[src/rtl/ad5302_dac_ctrl.sv]
// ============================================================================
// Module      : ad5302_dac_ctrl
// Description : AD5302 dual-DAC frame sequencer in front of spi_master_core.
//               Round-robin arbitration between two channels, plus a GAP phase
//               that keeps CS high between frames and an ack timeout.
// Revision    : 1.0 - initial release
// ============================================================================
`default_nettype none
`timescale 1ns/1ps

module ad5302_dac_ctrl #(
  parameter int GAP_CYCLES = 8,
  parameter int TIMEOUT    = 65535,
  parameter int CS_INDEX   = 0
) (
  input  logic        clk,
  input  logic        rst_n,
  input  logic [15:0] cfg_clk_div,
  input  logic        cfg_buf,
  input  logic [1:0]  cfg_pd,
  input  logic        a_valid,
  input  logic [7:0]  a_data,
  input  logic        b_valid,
  input  logic [7:0]  b_data,
  output logic [15:0] spi_clk_div,
  output logic [7:0]  spi_channel,
  output logic        spi_cpol,
  output logic        spi_cpha,
  output logic        spi_wr_req,
  input  logic        spi_wr_ack,
  output logic [15:0] spi_data,
  output logic        busy,
  output logic        timeout_err,
  input  logic        clr_err,
  output logic [15:0] frame_cnt
);

  // One counter serves both the ack timeout and the gap, so size it for the larger.
  localparam int c_CNT_MAX = (TIMEOUT > GAP_CYCLES) ? TIMEOUT : GAP_CYCLES;
  localparam int c_CNT_W   = $clog2(c_CNT_MAX + 1);
  localparam logic [c_CNT_W-1:0] c_TO_LAST  = c_CNT_W'(TIMEOUT - 1);
  localparam logic [c_CNT_W-1:0] c_GAP_LAST = c_CNT_W'(GAP_CYCLES - 1);
  localparam logic [7:0]         c_CHANNEL  = 8'(1) << CS_INDEX;
  localparam logic               c_CH_A     = 1'b0;
  localparam logic               c_CH_B     = 1'b1;

  typedef enum logic [1:0] {
    S_IDLE     = 2'd0,
    S_ISSUE    = 2'd1,
    S_WAIT_ACK = 2'd2,
    S_GAP      = 2'd3
  } state_t;

  state_t               r_state;
  logic                 r_pend_a;
  logic                 r_pend_b;
  logic [7:0]           r_code_a;
  logic [7:0]           r_code_b;
  logic                 r_last_grant;
  logic [c_CNT_W-1:0]   r_cnt;
  logic                 r_wr_req;
  logic [15:0]          r_data;
  logic                 r_timeout_err;
  logic [15:0]          r_frame_cnt;

  logic                 w_grant_any;
  logic                 w_grant_b;
  logic [7:0]           w_code;

  // B wins when it is the only requester, or when both wait and A went last.
  assign w_grant_any = r_pend_a | r_pend_b;
  assign w_grant_b   = r_pend_b & (~r_pend_a | (r_last_grant == c_CH_A));
  assign w_code      = w_grant_b ? r_code_b : r_code_a;

  always_ff @(posedge clk or negedge rst_n) begin
    if (!rst_n) begin
      r_state       <= S_IDLE;
      r_pend_a      <= 1'b0;
      r_pend_b      <= 1'b0;
      r_code_a      <= 8'h00;
      r_code_b      <= 8'h00;
      r_last_grant  <= c_CH_B;
      r_cnt         <= '0;
      r_wr_req      <= 1'b0;
      r_data        <= 16'h0000;
      r_timeout_err <= 1'b0;
      r_frame_cnt   <= 16'h0000;
    end else begin
      r_wr_req <= 1'b0;
      if (a_valid) begin
        r_code_a <= a_data;
        r_pend_a <= 1'b1;
      end
      if (b_valid) begin
        r_code_b <= b_data;
        r_pend_b <= 1'b1;
      end
      if (clr_err) begin
        r_timeout_err <= 1'b0;
      end

      case (r_state)
        S_IDLE: begin
          if (w_grant_any) begin
            r_data       <= {w_grant_b, cfg_buf, cfg_pd, w_code, 4'b0000};
            r_last_grant <= w_grant_b;
            // A code arriving on the grant cycle must stay pending for the next frame.
            if (w_grant_b) begin
              r_pend_b <= b_valid;
            end else begin
              r_pend_a <= a_valid;
            end
            r_state <= S_ISSUE;
          end
        end
        S_ISSUE: begin
          r_wr_req <= 1'b1;
          r_cnt    <= '0;
          r_state  <= S_WAIT_ACK;
        end
        S_WAIT_ACK: begin
          if (spi_wr_ack) begin
            r_frame_cnt <= r_frame_cnt + 16'd1;
            r_cnt       <= '0;
            r_state     <= S_GAP;
          end else if (r_cnt == c_TO_LAST) begin
            r_timeout_err <= 1'b1;
            r_cnt         <= '0;
            r_state       <= S_GAP;
          end else begin
            r_cnt <= r_cnt + 1'b1;
          end
        end
        S_GAP: begin
          if (r_cnt == c_GAP_LAST) begin
            r_cnt   <= '0;
            r_state <= S_IDLE;
          end else begin
            r_cnt <= r_cnt + 1'b1;
          end
        end
        default: begin
          r_state <= S_IDLE;
        end
      endcase
    end
  end

  assign spi_clk_div = cfg_clk_div;
  assign spi_channel = c_CHANNEL;
  assign spi_cpol    = 1'b0;
  assign spi_cpha    = 1'b1;
  assign spi_wr_req  = r_wr_req;
  assign spi_data    = r_data;
  assign timeout_err = r_timeout_err;
  assign frame_cnt   = r_frame_cnt;
  assign busy        = (r_state != S_IDLE) | r_pend_a | r_pend_b;

endmodule

`default_nettype wire

[config.mk]
export PLATFORM = sky130hd
export DESIGN_NAME = ad5302_dac_ctrl
export DESIGN_NICKNAME = d
export VERILOG_FILES = /design/src/rtl/ad5302_dac_ctrl.sv
export SDC_FILE = /design/constraint.sdc
export NUM_CORES = 1
export LEC_CHECK = 0
export ABC_CLOCK_PERIOD_IN_PS = 4150
export CAP_MARGIN = 0
export CORE_UTILIZATION = 48
export CTS_CLUSTER_DIAMETER = 30
export CTS_CLUSTER_SIZE = 12
export DETAILED_ROUTE_END_ITERATION = 8
export GPL_ROUTABILITY_DRIVEN = 0
export GPL_TIMING_DRIVEN = 0
export PLACE_DENSITY_LB_ADDON = 0.12
export SYNTH_ARGS = -nofsm -noshare
export SYNTH_HDL_FRONTEND = slang
export SYNTH_SLANG_ARGS = --single-unit
export TNS_END_PERCENT = 30
[constraint.sdc]
create_clock -name clk -period 4.15 [get_ports clk]
set_input_delay 0.83 -clock clk [delete_from_list [all_inputs] [get_ports clk]]
set_output_delay 0.83 -clock clk [all_outputs]
set_load 0.01 [all_outputs]
==> results.json, run 1 <==
{
  "viasPerCell": 5.199,
  "dr.pass1.iters": 5,
  "worst-path-buf-inv": 3,
  "clock.fmax_mhz": 360.8,
  "cts.sinks": 67,
  "holdPathStages": 1,
  "cts_buffers": 9,
  "path_class": "reg -> out",
  "gr-total-overflow": 0,
  "synthesis.area_um2": 3323,
  "place_area_um2": 4153,
  "drc": 0,
  "final_nets": 445,
  "hpwl_mm": 4.630,
  "clkLatencyLatePin_ns": 0.34,
  "fp.dieH_um": 85.21,
  "status": "complete, no violations",
  "layoutNonFillerInstCount": 478,
  "slew_violations": 0,
  "leakage_nw": 1.994,
  "period_needed_ns": 2.772,
  "antenna_left": 0,
  "worstMarginPinSlew_ns": 0.8335,
  "slowest_delay_ns": 0.51,
  "crit_fanout": 10,
  "start_util": 0.5088,
  "utilization": 0.6667,
  "vdd_drop_max_uv": 282.2,
  "drive_above_1_share": 0.1895,
  "r2r_end": "spi_data[6]$_DFFE_PN0P_",
  "hold_path_end": "frame_cnt[15]$_DFFE_PN0P_",
  "dpl_worst_slack_ns": 1.651,
  "hold_path.class": "reg -> reg",
  "worstPathArrival_ns": 1.94,
  "grt_pass1_vias": 2302,
  "cts_resized": 0,
  "ctsRootBufferMaster": "clkbuf_8",
  "htree_levels": 3,
  "setup_viol": 0,
  "crit_chain": "inv_1 > ha_1 > clkbuf_1 > nand2_1 > clkdlybuf4s50_1",
  "cp_top_family": "buffers and inverters",
  "synth.yosys.warnings": 0,
  "fp-row-count": 29,
  "core_um2": 6531,
  "synth-seq-cells": 67,
  "cts_tree": "yes",
  "slew_headroom": 0.4444,
  "n_antenna_cell": 0,
  "finalCritPeriodShare": 0.6678,
  "hold_buffers": 0,
  "clk_pin_slew_worst_paths_ns": 0.07,
  "r2r_cells": 6,
  "drv_cap": 0,
  "setup_tns_ns": 0,
  "grt_use_total": 0.1946,
  "cp-end-kind": "output pin",
  "vias": 2485,
  "critPathSlowestCell": "clkdlybuf4s50_1",
  "post_cts_buffers": 0,
  "fp.dieW_um": 85.21,
  "syn_avg_cell_area_um2": 10.93,
  "max-clock-path-buffers": 2,
  "fin_area_um2": 4354,
  "fin_ws_ns": 1.378,
  "ys_seq_area_frac": 0.5049,
  "min_from": "frame_cnt[15]$_DFFE_PN0P_",
  "antenna_found_initial": 0,
  "r2r_slack_ns": 2.03,
  "power_mw": 2.317,
  "area_delta_synth_final_pct": 31.02,
  "drt_iter0_drc": 186,
  "hold_viol": 0,
  "r2r-start": "r_state[0]$_DFFE_PN0P_",
  "yosysUniqueCellTypes": 44,
  "grt_max_degree": 68,
  "placedCellCount": 462,
  "wl_mm": 6.577,
  "wl_per_cell_um": 13.76,
  "critPathLaunchType": "flop",
  "syn_inst": 304,
  "numPortBuffers": 69,
  "io_pins": 102,
  "grt_pass1_wl_mm": 10.96,
  "dieArea_um2": 7260,
  "fin_hold_ws_ns": 0.4724,
  "power.density_nw_per_um2": 532.1,
  "cp_data_required_time_ns": 3.32,
  "rsz0062_at_grt": "no",
  "clock_skew_ns": 0.01284
}
## sequential cells by signal (all words and copies together) (netlist names)
name and count:
frame_cnt 16, r_cnt 16, r_code_a 8, r_code_b 8
r_last_grant 1, r_pend_a 1, r_pend_b 1, r_state 2
spi_data 12, spi_wr_req 1, timeout_err 1
## cell usage in the layout (no fill, tap or decap), types with 3 or more instances in the layout
| cell | instances |
|---|---|
| nor2_1 | 12 |
| xor2_1 | 5 |
| inv_1 | 10 |
| clkbuf_8 | 10 |
| a21o_1 | 6 |
| nand3_1 | 16 |
| buf_4 | 31 |
| conb_1 | 14 |
| o21ai_0 | 10 |
| dfrtp_1 | 66 |
| mux2i_1 | 8 |
| nand4_1 | 5 |
| clkdlybuf4s50_1 | 68 |
| a22o_1 | 7 |
| mux2_2 | 21 |
| nor3_1 | 3 |
| clkbuf_1 | 7 |
| nand2_1 | 31 |
| a21oi_1 | 5 |
| xnor2_1 | 10 |
| and3_1 | 8 |
| ha_1 | 8 |
| o311ai_1 | 4 |
## kinds of logic (layout without fill, tap and decap cells)
family | count (synthesis) | in the layout | share of synthesized area
AND/OR/NAND/NOR | 88 | 88 | 0.1355
flip-flops | 67 | 67 | 0.5049
buffers and inverters | 49 | 134 | 0.09187
AO/OA/AOI/OAI | 46 | 46 | 0.1005
multiplexers | 29 | 29 | 0.09526
XOR/XNOR | 15 | 15 | 0.03953
adder cells (fa/ha/maj) | 8 | 8 | 0.03012
other | 2 | 14 | 0.002260
## layer usage
metal / part of all wire / global-route usage / wire, µm / vias to the layer above
met5: 0 / 0 / 0 / -
met4: 0.0082 / 0.06471 / 54 / 0
met3: 0.064 / 0.04767 / 420 / 5
met2: 0.46 / 0.3043 / 3017 / 83
met1: 0.47 / 0.2673 / 3085 / 1189
li1: - / - / - / 1208
## worst reg2reg max path, cell delays in order, from the launching register on
cell      delay [ns]
dfrtp_1         0.41
inv_1           0.10
ha_1            0.20
clkbuf_1        0.20
o21ai_1         0.46
clkbuf_1        0.44
o21ai_0         0.17
## worst max-delay path by stage
| stage | start | endpoint | cells after the start |
|---|---|---|---|
| final | r_state[0]$_DFFE_PN0P_ | busy | 5 |
| after detailed placement | spi_wr_ack | frame_cnt[15]$_DFFE_PN0P_ | 6 |
| after CTS | r_state[0]$_DFFE_PN0P_ | busy | 5 |
| after global placement | rst_n | r_code_a[4]$_DFFE_PN0P_ | 1 |
| after global routing | r_state[0]$_DFFE_PN0P_ | busy | 5 |
| after floorplan | r_state[0]$_DFFE_PN0P_ | busy | 4 |
## where the power goes
part,internal (mW),switching [mW]
registers,0.792,0.104
clock network,0.294,0.258
logic,0.443,0.426
total,1.53,0.787
## layout make-up
cell class	instances	area, µm²
Tap cell	77	96.34
Clock buffer	10	137.6
Fill cell	548	2177
Clock inverter	6	63.81
Buffer	39	267.8
Multi-Input combinational cell	200	1385
Sequential cell	67	1678
Timing Repair Buffer	69	688.2
Inverter	10	37.54
## synth_stat cells (all sizes together)
library cell | count | area share
and4bb | 1 | 0.0038
nor2b | 1 | 0.0019
mux2 | 21 | 0.071
conb | 2 | 0.0023
or3 | 1 | 0.0019
nor2 | 12 | 0.014
mux2i | 8 | 0.024
nand4 | 5 | 0.0094
ha | 8 | 0.030
o211ai | 2 | 0.0045
nor4 | 2 | 0.0038
o32a | 1 | 0.0030
nand2 | 31 | 0.035
dfstp | 1 | 0.0079
o32ai | 1 | 0.0026
dfrtp | 66 | 0.50
a31oi | 2 | 0.0038
and2 | 2 | 0.0038
inv | 10 | 0.011
nand3 | 16 | 0.024
o311ai | 4 | 0.011
xnor2 | 10 | 0.026
o31ai | 2 | 0.0045
or4 | 1 | 0.0023
nand2b | 2 | 0.0038
buf | 32 | 0.073
a22o | 7 | 0.018
o21bai | 1 | 0.0023
o21ai | 11 | 0.017
nand4b | 1 | 0.0072
a41oi | 1 | 0.0049
xor2 | 5 | 0.013
nor3 | 3 | 0.0045
clkbuf | 7 | 0.0079
and3 | 8 | 0.015
a21oi | 5 | 0.0075
and4 | 2 | 0.0056
o22ai | 2 | 0.0038
a21o | 7 | 0.018
Note: power is estimated with default switching activity, not from simulation.
==> run 2: changes to the inputs <==
--- a/config.mk
+++ b/config.mk
@@ -5,9 +5,9 @@
 export SDC_FILE = /design/constraint.sdc
 export NUM_CORES = 1
 export LEC_CHECK = 0
-export ABC_CLOCK_PERIOD_IN_PS = 4150
+export ABC_CLOCK_PERIOD_IN_PS = 2830
 export CAP_MARGIN = 0
-export CORE_UTILIZATION = 48
+export CORE_UTILIZATION = 47
 export CTS_CLUSTER_DIAMETER = 30
 export CTS_CLUSTER_SIZE = 12
 export DETAILED_ROUTE_END_ITERATION = 8
==> constraint.sdc (replaced) <==
create_clock -name clk -period 2.83 [get_ports clk]
set_input_delay 0.566 -clock clk [delete_from_list [all_inputs] [get_ports clk]]
set_output_delay 0.566 -clock clk [all_outputs]
set_load 0.01 [all_outputs]
==> run 2 against run 1 <==
  * Clock power increased by 45%
  * Cell area increased by 0.52%
  * Sequential share of layout area decreased by 0.20 points
  * Routed wire length decreased by 2.3%
  * Cell count increased by 4.0%
  * Global-route usage decreased by 0.35 points
  * Largest power group unchanged
==> results.json, run 2 (synthesized netlist as in run 1, its figures left out) <==
{
  "status": "complete, no violations",
  "swShare": 0.3431,
  "wl_met3_um": 394,
  "vdd_drop_max_uv": 427.9,
  "antenna_left": 0,
  "slew_headroom": 0.4423,
  "viasPerCell": 5.127,
  "r2r_slack_ns": 0.75,
  "grt_max_degree": 68,
  "cts.sinks": 67,
  "pwr-share-seq": 0.388,
  "cts_resized": 0,
  "layout_commonest_cell": "clkdlybuf4s50_1",
  "post_cts_buffers": 0,
  "fp.dieH_um": 86.09,
  "hold_buffers": 0,
  "seq_area_um2": 1678,
  "top_layer": "met4",
  "clock_skew_ns": 0.01042,
  "antenna_found_initial": 0,
  "gr-total-overflow": 0,
  "dr.pass1.iters": 4,
  "fillers": 560,
  "htree_levels": 3,
  "worstPathArrival_ns": 1.95,
  "clkLatencyLatePin_ns": 0.34,
  "layoutNonFillerInstCount": 497,
  "drv_cap": 0,
  "multi_input_area_um2": 1385,
  "dieArea_um2": 7411,
  "worstMarginPinSlew_ns": 0.8366,
  "combPwrFrac": 0.375,
  "hold_path.class": "in -> async",
  "n_antenna_cell": 0,
  "start_util": 0.4891,
  "vias": 2548,
  "dpl_worst_slack_ns": 0.6276,
  "place_area_um2": 4177,
  "fp-row-count": 30,
  "setup_viol": 0,
  "cp-end-kind": "output pin",
  "cts_buffers": 9,
  "ctsRootBufferMaster": "clkbuf_8",
  "grt_use_total": 0.1910,
  "placedCellCount": 481,
  "numPortBuffers": 69,
  "period_needed_ns": 2.520,
  "layout_common_cells": "68 x clkdlybuf4s50_1, 66 x dfrtp_1, 31 x nand2_1, 31 x buf_4, 21 x mux2_2",
  "area_delta_synth_final_pct": 31.70,
  "wl_met1_mm": 2.894,
  "slew_violations": 0,
  "wl_mm": 6.428,
  "crit_chain": "inv_1 > ha_1 > clkbuf_1 > nand2_1 > clkdlybuf4s50_1",
  "fin_area_um2": 4377,
  "cts_tree": "yes",
  "max-clock-path-buffers": 2,
  "io_pins": 102,
  "wl_per_cell_um": 12.93,
  "grt_pass1_wl_mm": 10.91,
  "path_class": "reg -> out",
  "fin_ws_ns": 0.3095,
  "finalCritPeriodShare": 0.8906,
  "power_mw": 3.384,
  "hold_viol": 0,
  "clk_pin_slew_worst_paths_ns": 0.07,
  "core_um2": 6794,
  "crit_fanout": 10,
  "critPathLaunchType": "flop",
  "drt_iter0_drc": 95,
  "hpwl_mm": 4.528,
  "cp_data_required_time_ns": 2.26,
  "power.density_nw_per_um2": 773.1,
  "met2_length_mm": 3.021,
  "p_switching_mw": 1.161,
  "final_nets": 445,
  "drc": 0,
  "fp.dieW_um": 86.09,
  "leakage_nw": 1.992,
  "drive_above_1_share": 0.1895,
  "fin_hold_ws_ns": 0.3214,
  "slowest_delay_ns": 0.52,
  "clock.fmax_mhz": 396.8,
  "critPathSlowestCell": "clkdlybuf4s50_1",
  "rsz0062_at_grt": "no",
  "p_clk_frac": 0.237,
  "p_int_mw": 2.223,
  "grt_pass1_vias": 2309
}
-- run 2: cell count changes in the layout (fill, tap and decap cells not counted) --
cell	change
clkinv_4	+1
clkbuf_8	-1
clkinv_2	-1
inv_6	+1
-- run 2: layout make-up --
class,instances,share of cell area
repair buffers,69,0.1572
clock inverters,7,0.01744
well taps,96,0.02744
flip-flops and latches,67,0.3834
inverters,10,0.008576
clock buffers,9,0.02830
plain buffers,39,0.06118
multi-input cells,200,0.3165
-- run 2: metrics by stage --
stage / TNS, ns / utilization
5_1_grt: 0 / 0.6442
4_1_cts: 0 / 0.6442
2_1_floorplan: 0 / -
6_report: 0 / 0.6442
3_3_place_gp: -75.07 / 0.6151
3_5_place_dp: 0 / 0.6147
-- run 2: path summary, 6_finish.rpt --
| path | endpoint | cells after the start | start |
|---|---|---|---|
| max | busy | 5 | r_state[0]$_DFFE_PN0P_ |
| min | r_cnt[11]$_DFFE_PN0P_ | 1 | rst_n |
| max reg2reg | spi_data[6]$_DFFE_PN0P_ | 6 | r_state[0]$_DFFE_PN0P_ |
| min reg2reg | frame_cnt[15]$_DFFE_PN0P_ | 1 | frame_cnt[15]$_DFFE_PN0P_ |
| max in group asynchronous | spi_data[15]$_DFFE_PN0P_ | 1 | rst_n |
| min in group clk | frame_cnt[15]$_DFFE_PN0P_ | 1 | frame_cnt[15]$_DFFE_PN0P_ |
-- run 2: layer usage --
layer | up-vias | track usage
met5 | - | 0
met1 | 1234 | 0.2484
li1 | 1213 | -
met3 | 11 | 0.04427
met4 | 0 | 0.09091
met2 | 90 | 0.3023
-- run 2: power groups by stage --
| stage | Clock [mW] | Combinational (mW) | Sequential (mW) |
|---|---|---|---|
| 4_1_cts | 0.822 | 1.28 | 1.32 |
| 6_report | 0.803 | 1.27 | 1.31 |
| 3_3_place_gp | 0 | 1.25 | 1.32 |
| 5_1_grt | 0.876 | 1.40 | 1.34 |
| 2_1_floorplan | 0 | 0.732 | 1.36 |
| 3_5_place_dp | 0 | 1.28 | 1.33 |
-- run 2: critical path, delay by kind of cell, from the launching register on --
kind	cells	cell delay (ns)
fa+ha+maj	1	0.15
buf+inv	3	0.95
simple gates	1	0.10
flops	1	0.41
